==> src/rtl/dbus_pkg.sv <==
// Shared types and helpers for the DBUS interconnect: FSM state encoding,
// select-index width helper and the default response timeout.
package dbus_pkg;

    typedef enum logic [1:0] {
        IDLE = 2'd0,
        WAIT = 2'd1,
        RESP = 2'd2
    } state_e;

    localparam int DEFAULT_TIMEOUT = 16;

    // Width of the slave index field taken from the top of the address.
    function automatic int sel_width(input int n_slaves);
        return (n_slaves > 1) ? $clog2(n_slaves) : 1;
    endfunction

endpackage

==> src/rtl/dbus_decoder.sv <==
// Combinational address decoder: top address bits select one of N_SLAVES slaves;
// an index beyond the populated slaves yields valid=0 and an all-zero select.
module dbus_decoder
    import dbus_pkg::*;
#(
    parameter int N_SLAVES = 4,
    parameter int ADDR_W   = 32
) (
    input  logic [ADDR_W-1:0]   addr,
    output logic [N_SLAVES-1:0] sel,
    output logic                valid
);

    localparam int SEL_W = sel_width(N_SLAVES);

    logic [SEL_W-1:0] idx;
    logic             unused_low;

    assign idx        = addr[ADDR_W-1 -: SEL_W];
    assign unused_low = ^addr[ADDR_W-SEL_W-1:0];

    always_comb begin
        valid = (int'(idx) < N_SLAVES);
        sel   = '0;
        for (int k = 0; k < N_SLAVES; k++) begin
            if (int'(idx) == k) sel[k] = 1'b1;
        end
    end

endmodule

==> src/rtl/dbus_interconnect.sv <==
// DBUS interconnect: one master, N_SLAVES decoded slaves, wait states, timeout and
// decode-error responses. Define DBUS_ERR_IRQ_EN for a sticky error IRQ with address capture.
module dbus_interconnect
    import dbus_pkg::*;
#(
    parameter int N_SLAVES  = 4,
    parameter int ADDR_W    = 32,
    parameter int DATA_W    = 32,
    parameter int TIMEOUT   = DEFAULT_TIMEOUT,
    localparam int BE_W     = DATA_W / 8,
    localparam int CNT_W    = $clog2(TIMEOUT) + 1
) (
    input  logic                       i_Clk,
    input  logic                       i_Rstn,
    input  logic                       i_Req,
    input  logic                       i_We,
    input  logic [ADDR_W-1:0]          i_Addr,
    input  logic [DATA_W-1:0]          i_WData,
    input  logic [BE_W-1:0]            i_BE,
    output logic [DATA_W-1:0]          o_RData,
    output logic                       o_Ready,
    output logic                       o_Err,
    output logic                       o_Busy,
    output logic [N_SLAVES-1:0]        o_s_Sel,
    output logic                       o_s_We,
    output logic [ADDR_W-1:0]          o_s_Addr,
    output logic [DATA_W-1:0]          o_s_WData,
    output logic [BE_W-1:0]            o_s_BE,
    input  logic [N_SLAVES*DATA_W-1:0] i_s_RData,
    input  logic [N_SLAVES-1:0]        i_s_Ready,
`ifdef DBUS_ERR_IRQ_EN
    input  logic                       i_IrqClr,
    output logic                       o_ErrIrq,
    output logic [ADDR_W-1:0]          o_ErrAddr,
`endif
    output logic [1:0]                 o_DbgState
);

    // Handshake: the master raises i_Req with stable fields and holds it until the
    // single-cycle o_Ready pulse, which carries o_RData/o_Err; the selected slave sees
    // o_s_Sel held until it pulses i_s_Ready or the timeout expires.
    state_e              state, state_nxt;
    logic [CNT_W-1:0]    cnt;
    logic [N_SLAVES-1:0] sel_r, dec_sel;
    logic                dec_valid, err_r, hit, timeout;
    logic [DATA_W-1:0]   slave_rdata;

    dbus_decoder #(
        .N_SLAVES (N_SLAVES),
        .ADDR_W   (ADDR_W)
    ) u_decoder (
        .addr  (i_Addr),
        .sel   (dec_sel),
        .valid (dec_valid)
    );

    always_comb begin
        slave_rdata = '0;
        for (int k = 0; k < N_SLAVES; k++) begin
            if (sel_r[k]) slave_rdata = slave_rdata | i_s_RData[k*DATA_W +: DATA_W];
        end
    end

    // Only the selected slave's ready counts; a ready on the last cycle beats the timeout.
    assign hit     = |(i_s_Ready & sel_r);
    assign timeout = (cnt == CNT_W'(TIMEOUT - 1));

    always_ff @(posedge i_Clk or negedge i_Rstn) begin
        if (!i_Rstn) state <= IDLE;
        else         state <= state_nxt;
    end

    always_comb begin
        state_nxt = state;
        o_Ready   = 1'b0;
        o_Err     = 1'b0;
        o_s_Sel   = '0;
        o_Busy    = (state != IDLE);
        case (state)
            IDLE: if (i_Req) state_nxt = dec_valid ? WAIT : RESP;
            WAIT: begin
                o_s_Sel = sel_r;
                if (hit || timeout) state_nxt = RESP;
            end
            RESP: begin
                o_Ready   = 1'b1;
                o_Err     = err_r;
                state_nxt = IDLE;
            end
            default: state_nxt = IDLE;
        endcase
    end

    always_ff @(posedge i_Clk or negedge i_Rstn) begin
        if (!i_Rstn) begin
            cnt       <= '0;
            sel_r     <= '0;
            err_r     <= 1'b0;
            o_RData   <= '0;
            o_s_We    <= 1'b0;
            o_s_Addr  <= '0;
            o_s_WData <= '0;
            o_s_BE    <= '0;
        end else begin
            case (state)
                IDLE: if (i_Req) begin
                    o_s_We    <= i_We;
                    o_s_Addr  <= i_Addr;
                    o_s_WData <= i_WData;
                    o_s_BE    <= i_BE;
                    sel_r     <= dec_sel;
                    err_r     <= !dec_valid;
                    if (!dec_valid && !i_We) o_RData <= '0;
                end
                WAIT: begin
                    cnt <= cnt + CNT_W'(1);
                    if (hit) begin
                        err_r <= 1'b0;
                        if (!o_s_We) o_RData <= slave_rdata;
                    end else if (timeout) begin
                        err_r <= 1'b1;
                        if (!o_s_We) o_RData <= '0;
                    end
                end
                RESP: cnt <= '0;
                default: cnt <= '0;
            endcase
        end
    end

`ifdef DBUS_ERR_IRQ_EN
    // Address is captured only while the flag is clear, so it names the first error.
    always_ff @(posedge i_Clk or negedge i_Rstn) begin
        if (!i_Rstn) begin
            o_ErrIrq  <= 1'b0;
            o_ErrAddr <= '0;
        end else if (state == RESP && err_r) begin
            o_ErrIrq <= 1'b1;
            if (!o_ErrIrq) o_ErrAddr <= o_s_Addr;
        end else if (i_IrqClr) begin
            o_ErrIrq <= 1'b0;
        end
    end
`endif

    assign o_DbgState = state;

endmodule

==> config.mk <==
export PLATFORM = sky130hd
export DESIGN_NAME = dbus_interconnect
export DESIGN_NICKNAME = d
export VERILOG_FILES = /design/src/rtl/dbus_pkg.sv /design/src/rtl/dbus_decoder.sv /design/src/rtl/dbus_interconnect.sv
export SDC_FILE = /design/constraint.sdc
export NUM_CORES = 1
export LEC_CHECK = 0
export ABC_AREA = 1
export BUFFER_PORTS_ARGS = -buffer_cell sky130_fd_sc_hd__buf_2
export CAP_MARGIN = 20
export CORE_AREA = 2 2 122 124
export DETAILED_ROUTE_END_ITERATION = 12
export DIE_AREA = 0 0 124 126
export PLACE_DENSITY = 0.7
export SLEW_MARGIN = 40
export SYNTH_ARGS = -nofsm -noshare
export SYNTH_HDL_FRONTEND = slang
export SYNTH_HIERARCHICAL = 1
export SYNTH_SLANG_ARGS = --single-unit
==> constraint.sdc <==
create_clock -name i_Clk -period 1.9 [get_ports i_Clk]
set_input_delay 0.19 -clock i_Clk [delete_from_list [all_inputs] [get_ports i_Clk]]
set_output_delay 0.19 -clock i_Clk [all_outputs]
set_load 0.1 [all_outputs]
; ---- Word-level counts from Yosys, hierarchy flattened
; Index checks and enable logic that the tools add are counted.
[word_totals]
register_bits = 113
input_bits = 204
output_inout_bits = 110
word_cells = 59
[classes]
addsub = 1
eq_ne = 11
mux = 23
bitwise = 4
n_reduce_logical = 11
[op_table]
columns = operator, count
row1 = 32-bit 2-to-1 mux, 8
row2 = 32-bit OR, 3
row3 = 5-bit case mux with 2 select lines, 1
row4 = 1-bit 2-to-1 mux, 9
row5 = 2-bit != test (second input constant), 4
row6 = 2-bit equality test (second input constant), 3
row7 = 2-bit nonzero test, 3
row8 = 5-bit by 1-bit adder with 5-bit output (second input constant), 1
row9 = 5-bit by 4-bit equality test with 1-bit output (second input constant), 1
row10 = 4-bit bitwise AND, 1
row11 = 2-bit by 1-bit equality test with 1-bit output (second input constant), 2
row12 = 2-bit logical NOT, 2
row13 = 2-bit 2-to-1 mux, 2
row14 = 4-bit 2-to-1 mux, 1
row15 = 2-bit case mux with 2 select lines, 1
row16 = 2-bit AND reduction, 2
row17 = 4-bit AND reduction, 1
row18 = 4-bit OR reduction, 1
row19 = 3-bit != test (second input constant), 1
row20 = 3-bit AND reduction, 1
row21 = 1-bit case mux with 2 select lines, 1
row22 = 1-bit logical OR, 1

; ---- Longest topological paths before layout
; Gate-level depths: netlist of run 1.
[logic_depth]
word_depth = 9
depth_mapped = 12
ltp_nobuf = 11

; ---- Modules after synthesis
; Netlist of run 1, hierarchy kept.
[by_module_without_submodules]
columns = module, instances, cells_per_inst, area_per_inst_um2, seq_area_each_um2
row1 = dbus_interconnect, 1, 610, 5574.1, 2827.7
row2 = dbus_decoder, 1, 9, 37.5, 0.0

; ---- Worst setup path before layout of run 1
; No wires, ideal clock.
[synth_path]
path_kind = register to output
startpoint = register state[0], in the netlist o_DbgState[0]
endpoint = output o_s_Sel[0]
arrival_ns = 2.675
t_required_ns = 1.710
path_slack_ns = -0.965
stages_incl_launch_ff = 5
path_buffers = 0
cell_sequence = dfrtp_1 > inv_2 > nor2_4 > inv_2 > nor2_1
[synth_via]
elab_chain_len = 2
[synth_lines]
columns = element, line
row1 = start: declaration, dbus_interconnect.sv:42  ; state_e state, state_nxt;
row2 = start signal: assignment, dbus_interconnect.sv:70  ; else state <= state_nxt;
row3 = 2-bit by 1-bit equality test with 1-bit output, dbus_interconnect.sv:79  ; case (state)
row4 = 4-bit 2-to-1 mux, dbus_interconnect.sv:79
row5 = end: declaration, dbus_interconnect.sv:24  ; output logic [N_SLAVES-1:0] o_s_Sel,
; No other way between the ends.

; ---- Final worst setup path of run 1
[layout_path]
startpoint = register state[1], in the netlist o_DbgState[1]
endpoint = output o_s_Sel[0]
; Same word-level chain as after synthesis.

==> results.sh, run 1 <==
export IMPL_drc_errors=0
export IMPL_rsz0062_at_grt="yes"
export IMPL_htreeDepth=4
export IMPL_grt_use_total=0.2439
export IMPL_syn_area_per_cell_sq_um=9.066
export IMPL_worstSetupPathType="register to output pin"
export IMPL_slew_headroom=0.5915
export IMPL_fillCellCount=1285
export IMPL_gr_total_overflow=0
export IMPL_synth_top_area_share=0.5039
export IMPL_drtIter0Drc=241
export IMPL_slew_viol_final=0
export IMPL_pin_count=314
export IMPL_clock_path_buffers=2
export IMPL_skew_ns=0.01006
export IMPL_hold_class="primary input to register"
export IMPL_outcome="complete, no violations"
export IMPL_grt_pass1_wl_microns=29150
export IMPL_vias=5672
export IMPL_fin_nets=1193
export IMPL_synth_edf_count=0
export IMPL_worst_slew_pin_slew_ns=0.6128
export IMPL_critPathSlowestCell="dfrtp_2"
export IMPL_area_growth_pct=55.43
export IMPL_rows=44
export IMPL_worstPathMaxFanout=8
export IMPL_ys_seq_area_frac=0.5039
export IMPL_ant_nets=0
export IMPL_core_sq_um=14310
export IMPL_tritoncts="built"
export IMPL_path_buf_inv=2
export IMPL_gp_congestion=0.8223
export IMPL_wl_per_cell_microns=15.55
export IMPL_syn_inst=619
export IMPL_cts_num_sinks=113
export IMPL_dp_hpwl_microns=12630
export IMPL_clk_latency_ns=0.42
export IMPL_cp_arrival_ns=1.61
export IMPL_die_area_sq_um=15620
export IMPL_initial_utilization=0.3920
export IMPL_wl_microns=18410
export IMPL_synth_area_leaders="dfrtp_1 (50%), mux2_2 (14%), nand2_1 (12%)"
export IMPL_grt_start_max_net_pins=58
export IMPL_yosysUniqueCellTypes=28
export IMPL_syn_nets=825
export IMPL_hold_violations=0
export IMPL_critPathMostFrequentCell="nor2_4"
export IMPL_routed_via_density=4.791
export IMPL_setup_viol=0
export IMPL_synth_top_area_cell="dfrtp_1"
export IMPL_post_synth_top_count_cell="nand2_1"
export IMPL_crit_family="flip-flops"
export IMPL_max_cap_viol_count=0
export IMPL_start_kind="register"
export IMPL_ys_warn_count=6
export IMPL_cts_made_buffers=17
export IMPL_portBuffers=313
export IMPL_drtPass1Iterations=6
export IMPL_path_cells="nor2_4 > inv_2 > nor2_4 > buf_12"
export IMPL_utilization=0.6094
export IMPL_cts_root_buf="clkbuf_16"
export IMPL_antenna_found_initial=1
export IMPL_grt_pass1_vias=5997
export IMPL_ys_ff_latch=113
export IMPL_n_antenna_cell=0
export IMPL_synth_area_sq_um=5612
export IMPL_drive_gt1_frac=0.4550
export IMPL_cp_end_kind="output pin"
export IMPL_fp_dieH_microns=126
export IMPL_critPathMaxStageDelay_ns=0.47
export IMPL_fmax_ghz=0.5558
export IMPL_critical_path_required_ns=1.71
export IMPL_period_share=0.9469
export IMPL_fp_dieW_microns=124
export IMPL_clk_pin_slew_ns=0.06
export IMPL_ys_flop_type="dfrtp_1"
export IMPL_synthTopCellsByCount="nand2_1 (173), dfrtp_1 (113), mux2_2 (68), inv_1 (50), nor2_1 (45)"
export IMPL_fin_crit_ns=1.799
export IMPL_synth_async_reset_ratio=1.000
layout make-up:
class / count / area, sq um / area share
sequential: 113 / 2830 / 0.3245
multi-input combinational: 417 / 2456 / 0.2816
timing repair buffer: 386 / 2415 / 0.2769
clock buffer: 18 / 429.2 / 0.04920
tap: 184 / 230.2 / 0.02640
inverter: 52 / 195.2 / 0.02238
clock inverter: 14 / 166.4 / 0.01908
metal layers:
metal / share of wire / GRT usage / wire [microns] / up-vias
li1: - / - / - / 2726
met1: 0.39 / 0.2679 / 7096 / 2663
met2: 0.51 / 0.4234 / 9375 / 229
met3: 0.072 / 0.07745 / 1331 / 54
met4: 0.033 / 0.1143 / 603 / 0
met5: 0 / 0 / 0 / -
worst paths after layout:
| kind | cells after the start | slack [ns] | startpoint | endpoint |
|---|---|---|---|---|
| worst min-delay path | 2 | 0.006 | i_WData[12] | o_s_WData[12] |
| worst max-delay path | 4 | 0.10 | o_DbgState[1] | o_s_Sel[0] |
| worst min register to register | 2 | 0.48 | err_r | err_r |
| max in group asynchronous | 3 | 0.94 | i_Rstn | o_s_WData[28] |
| worst max register to register | 11 | 0.11 | cnt[0] | o_RData[11] |
| min in group asynchronous | 2 | 0.14 | i_Rstn | o_s_BE[0] |
kinds of logic after synthesis:
kind of cell / after synthesis / synth area share
flip-flops: 113 / 0.5039
AND/OR/NAND/NOR: 266 / 0.1969
AO/OA/AOI/OAI: 80 / 0.08696
other: 1 / 0.0006683
buffers and inverters: 89 / 0.07068
adder cells (fa/ha/maj): 2 / 0.004459
multiplexers: 68 / 0.1365
metrics by stage:
stage                     hold slack, ns  worst slack, ns  setup TNS [ns]  std cells  cell area [sq um]
final                           0.006230           0.1009               0       1184               8722
after global placement           0.02914           0.1810               0       1095               7540
after detailed placement         0.02899          0.09788               0       1095               7540
after floorplan                  -0.1056          0.08320               0        619               5653
after CTS                      0.0002603          0.04440               0       1179               8656
after global routing           0.0008331         -0.02141        -0.09845       1184               8722
state kept, by name, summed over array words and instances (netlist names):
name,count
o_RData,32
o_s_Addr,32
o_s_WData,32
cnt,5
o_s_BE,4
sel_r,4
o_DbgState,2
err_r,1
o_s_We,1
cell usage in the layout, fill, tap and decap left out, drive strengths merged:
master / count
o21bai: 32
clkbuf: 18
nor2: 49
o21ai: 6
clkinv: 7
o31ai: 1
a22o: 1
buf: 334
nand2: 177
dlygate4sd3: 52
nand3: 35
inv: 52
a21oi: 39
conb: 1
dfrtp: 113
nand4: 1
mux2: 68
nor3: 3
bufinv: 3
ha: 2
clkinvlp: 4
o22ai: 1
and3: 1
what timing repair did:
item,in CTS,in global routing
gates resized for setup,0,5
setup buffers,0,5
hold buffers,52,0
endpoints found under the setup margin,0,35
hold endpoints to repair,115,0
Power of run 1 is not shown: default switching activity piles up to over one toggle a cycle in this logic, so the estimate is an artifact.
==> run 2: changes to the inputs <==
--- a/config.mk
+++ b/config.mk
@@ -5,13 +5,13 @@
 export SDC_FILE = /design/constraint.sdc
 export NUM_CORES = 1
 export LEC_CHECK = 0
-export ABC_AREA = 1
+export ABC_AREA = 0
 export BUFFER_PORTS_ARGS = -buffer_cell sky130_fd_sc_hd__buf_2
 export CAP_MARGIN = 20
-export CORE_AREA = 2 2 122 124
+export CORE_AREA = 2 2 123 125
 export DETAILED_ROUTE_END_ITERATION = 12
-export DIE_AREA = 0 0 124 126
-export PLACE_DENSITY = 0.7
+export DIE_AREA = 0 0 125 127
+export PLACE_DENSITY = 0.68
 export SLEW_MARGIN = 40
 export SYNTH_ARGS = -nofsm -noshare
 export SYNTH_HDL_FRONTEND = slang
==> results.sh, run 2 <==
export IMPL_synth_async_reset_ratio=1.000
export IMPL_grt_pass1_vias=4786
export IMPL_ys_ff_latch=113
export IMPL_drive_gt1_frac=0.6168
export IMPL_synth_area_sq_um=5135
export IMPL_dpl_cell_area_sq_um=6969
export IMPL_synthTopCellsByCount="dfrtp_1 (113), mux2_2 (73), a22o_1 (34)"
export IMPL_synth_compound_area_frac=0.1742
export IMPL_layout_common_cells="buf_2 (307), dfrtp_1 (111), mux2_2 (73), a22o_1 (34)"
export IMPL_final_area_sq_um=7681
export IMPL_skew_ns=0.007598
export IMPL_cp_end_kind="output pin"
export IMPL_fp_dieW_microns=125
export IMPL_yosysUniqueCellTypes=36
export IMPL_wl_microns=15470
export IMPL_initial_utilization=0.3560
export IMPL_gr_total_overflow=0
export IMPL_cp_arrival_ns=1.64
export IMPL_reg_top3="o_RData: 32 flops, o_s_Addr: 32 flops, o_s_WData: 32 flops"
export IMPL_ys_flop_type="dfrtp_1"
export IMPL_critPathSlowestCell="dfrtp_2"
export IMPL_gp_congestion=0.7932
export IMPL_hold_class="primary input to register"
export IMPL_synth_top_area_cell="dfrtp_1"
export IMPL_period_share=0.9646
export IMPL_pin_count=314
export IMPL_clk_pin_slew_ns=0.05
export IMPL_clock_path_buffers=2
export IMPL_hold_violations=0
export IMPL_final_common_cell="buf_2"
export IMPL_ys_seq_area_frac=0.5507
export IMPL_drtPass1Iterations=4
export IMPL_core_sq_um=14420
export IMPL_synth_top_area_share=0.5507
export IMPL_path_buf_inv=2
export IMPL_setup_viol=0
export IMPL_worstSetupPathType="register to output pin"
export IMPL_fin_ws_ns=0.06726
export IMPL_syn_inst=402
export IMPL_routed_via_density=5.154
export IMPL_outcome="complete, no violations"
export IMPL_htreeDepth=4
export IMPL_antenna_found_initial=0
export IMPL_slew_headroom=0.2235
export IMPL_synth_adder_area_share=0.004873
export IMPL_worstPathMaxFanout=11
export IMPL_post_synth_top_count_cell="dfrtp_1"
export IMPL_fmax_ghz=0.5456
export IMPL_max_cap_viol_count=0
export IMPL_dp_hpwl_microns=11430
export IMPL_grt_start_max_net_pins=71
export IMPL_rows=44
export IMPL_worst_slew_pin_slew_ns=1.162
export IMPL_fin_crit_ns=1.833
export IMPL_synth_top_family_by_area="compound AO/OA/AOI/OAI gates"
export IMPL_cts_made_buffers=17
export IMPL_critPathMaxStageDelay_ns=0.49
export IMPL_synth_edf_count=0
export IMPL_tritoncts="built"
export IMPL_cts_num_sinks=113
export IMPL_critical_path_required_ns=1.71
export IMPL_area_growth_pct=49.59
export IMPL_cts_root_buf="clkbuf_16"
export IMPL_fp_dieH_microns=127
export IMPL_slew_viol_final=0
export IMPL_ys_warn_count=6
export IMPL_path_cells="buf_4 > or2_2 > buf_2"
export IMPL_fin_nets=925
export IMPL_portBuffers=313
export IMPL_synthSimpleGateAreaFrac=0.06092
export IMPL_syn_nets=608
export IMPL_n_antenna_cell=0
export IMPL_dpl_worst_slack_ns=-0.07617
export IMPL_drtIter0Drc=147
export IMPL_drc_errors=0
export IMPL_vias=4700
export IMPL_syn_area_per_cell_sq_um=12.77
export IMPL_clk_latency_ns=0.40
export IMPL_ant_nets=0
export IMPL_synthXorXnorAreaFrac=0.005117
export IMPL_grt_use_total=0.1900
export IMPL_wl_per_cell_microns=16.96
export IMPL_crit_family="flip-flops"
export IMPL_synth_area_leaders="dfrtp_1 (55%), mux2_2 (16%), a22o_1 (5.8%)"
export IMPL_grt_pass1_wl_microns=24010
export IMPL_synth_mux_area_frac=0.1620
export IMPL_die_area_sq_um=15880
export IMPL_start_kind="register"
[run 2: changes by cell type after synthesis, moves of 6 or more]
cell,change
a21oi_1,-38
a221oi_1,+32
a22o_1,+33
clkbuf_1,+6
inv_1,-47
nand2_1,-169
nor2_1,-35
o21bai_1,-32
o31ai_1,+31
[run 2: worst paths after layout]
| kind | from | to | slack [ns] | cells after the start |
|---|---|---|---|---|
| max | o_DbgState[0] | o_Busy | 0.07 | 3 |
| min | i_BE[0] | o_s_BE[0] | 0.02 | 2 |
| max reg2reg | cnt[0] | o_RData[3] | 0.08 | 7 |
| min reg2reg | o_RData[22] | o_RData[22] | 0.49 | 2 |
| max in group asynchronous | i_Rstn | o_s_Addr[10] | 1.02 | 3 |
| min in group asynchronous | i_Rstn | o_s_Addr[0] | 0.30 | 2 |
[run 2: cell type report]
cell class	instances	area [sq um]
clock inverters	8	67.56
well taps	184	230.2
multi-input cells	247	2141
repair buffers	337	1952
clock buffers	20	446.7
flip-flops and latches	113	2833
fillers	1251	6743
inverters	3	11.26
[run 2: cells by family after synthesis]
family | count (synthesis)
xor+xnor | 3
compound gates | 106
mux | 74
buf+inv | 42
simple gates | 61
fa+ha+maj | 2
other cells | 1
flops | 113
[run 2: per-layer routing]
metal | track usage | vias up | share of wire
met2 | 0.3389 | 232 | 0.52
met3 | 0.05528 | 18 | 0.074
li1 | - | 2183 | -
met4 | 0.06013 | 0 | 0.013
met1 | 0.2214 | 2267 | 0.40
met5 | 0 | - | 0
[run 2: stage by stage]
stage	setup TNS [ns]	hold WS, ns	std cells	util
2_1_floorplan	-0.1201	-0.1056	402	-
3_3_place_gp	0	0.1815	871	0.4832
6_report	0	0.01646	912	0.5325
5_1_grt	-0.005874	0.001027	912	0.5325
4_1_cts	0	0.0006603	906	0.5252
3_5_place_dp	-0.9189	0.1846	871	0.4832
[run 2: what timing repair did]
item                       in CTS  in global routing
gates resized for setup         4                  4
setup endpoints to repair      36                 33
cloned                          1                  3
pin swaps                       1                  1
setup buffers                   1                  2
hold endpoints to repair       38                  1
hold buffers                    5                  1
Power of run 2 is left out for the same reason.
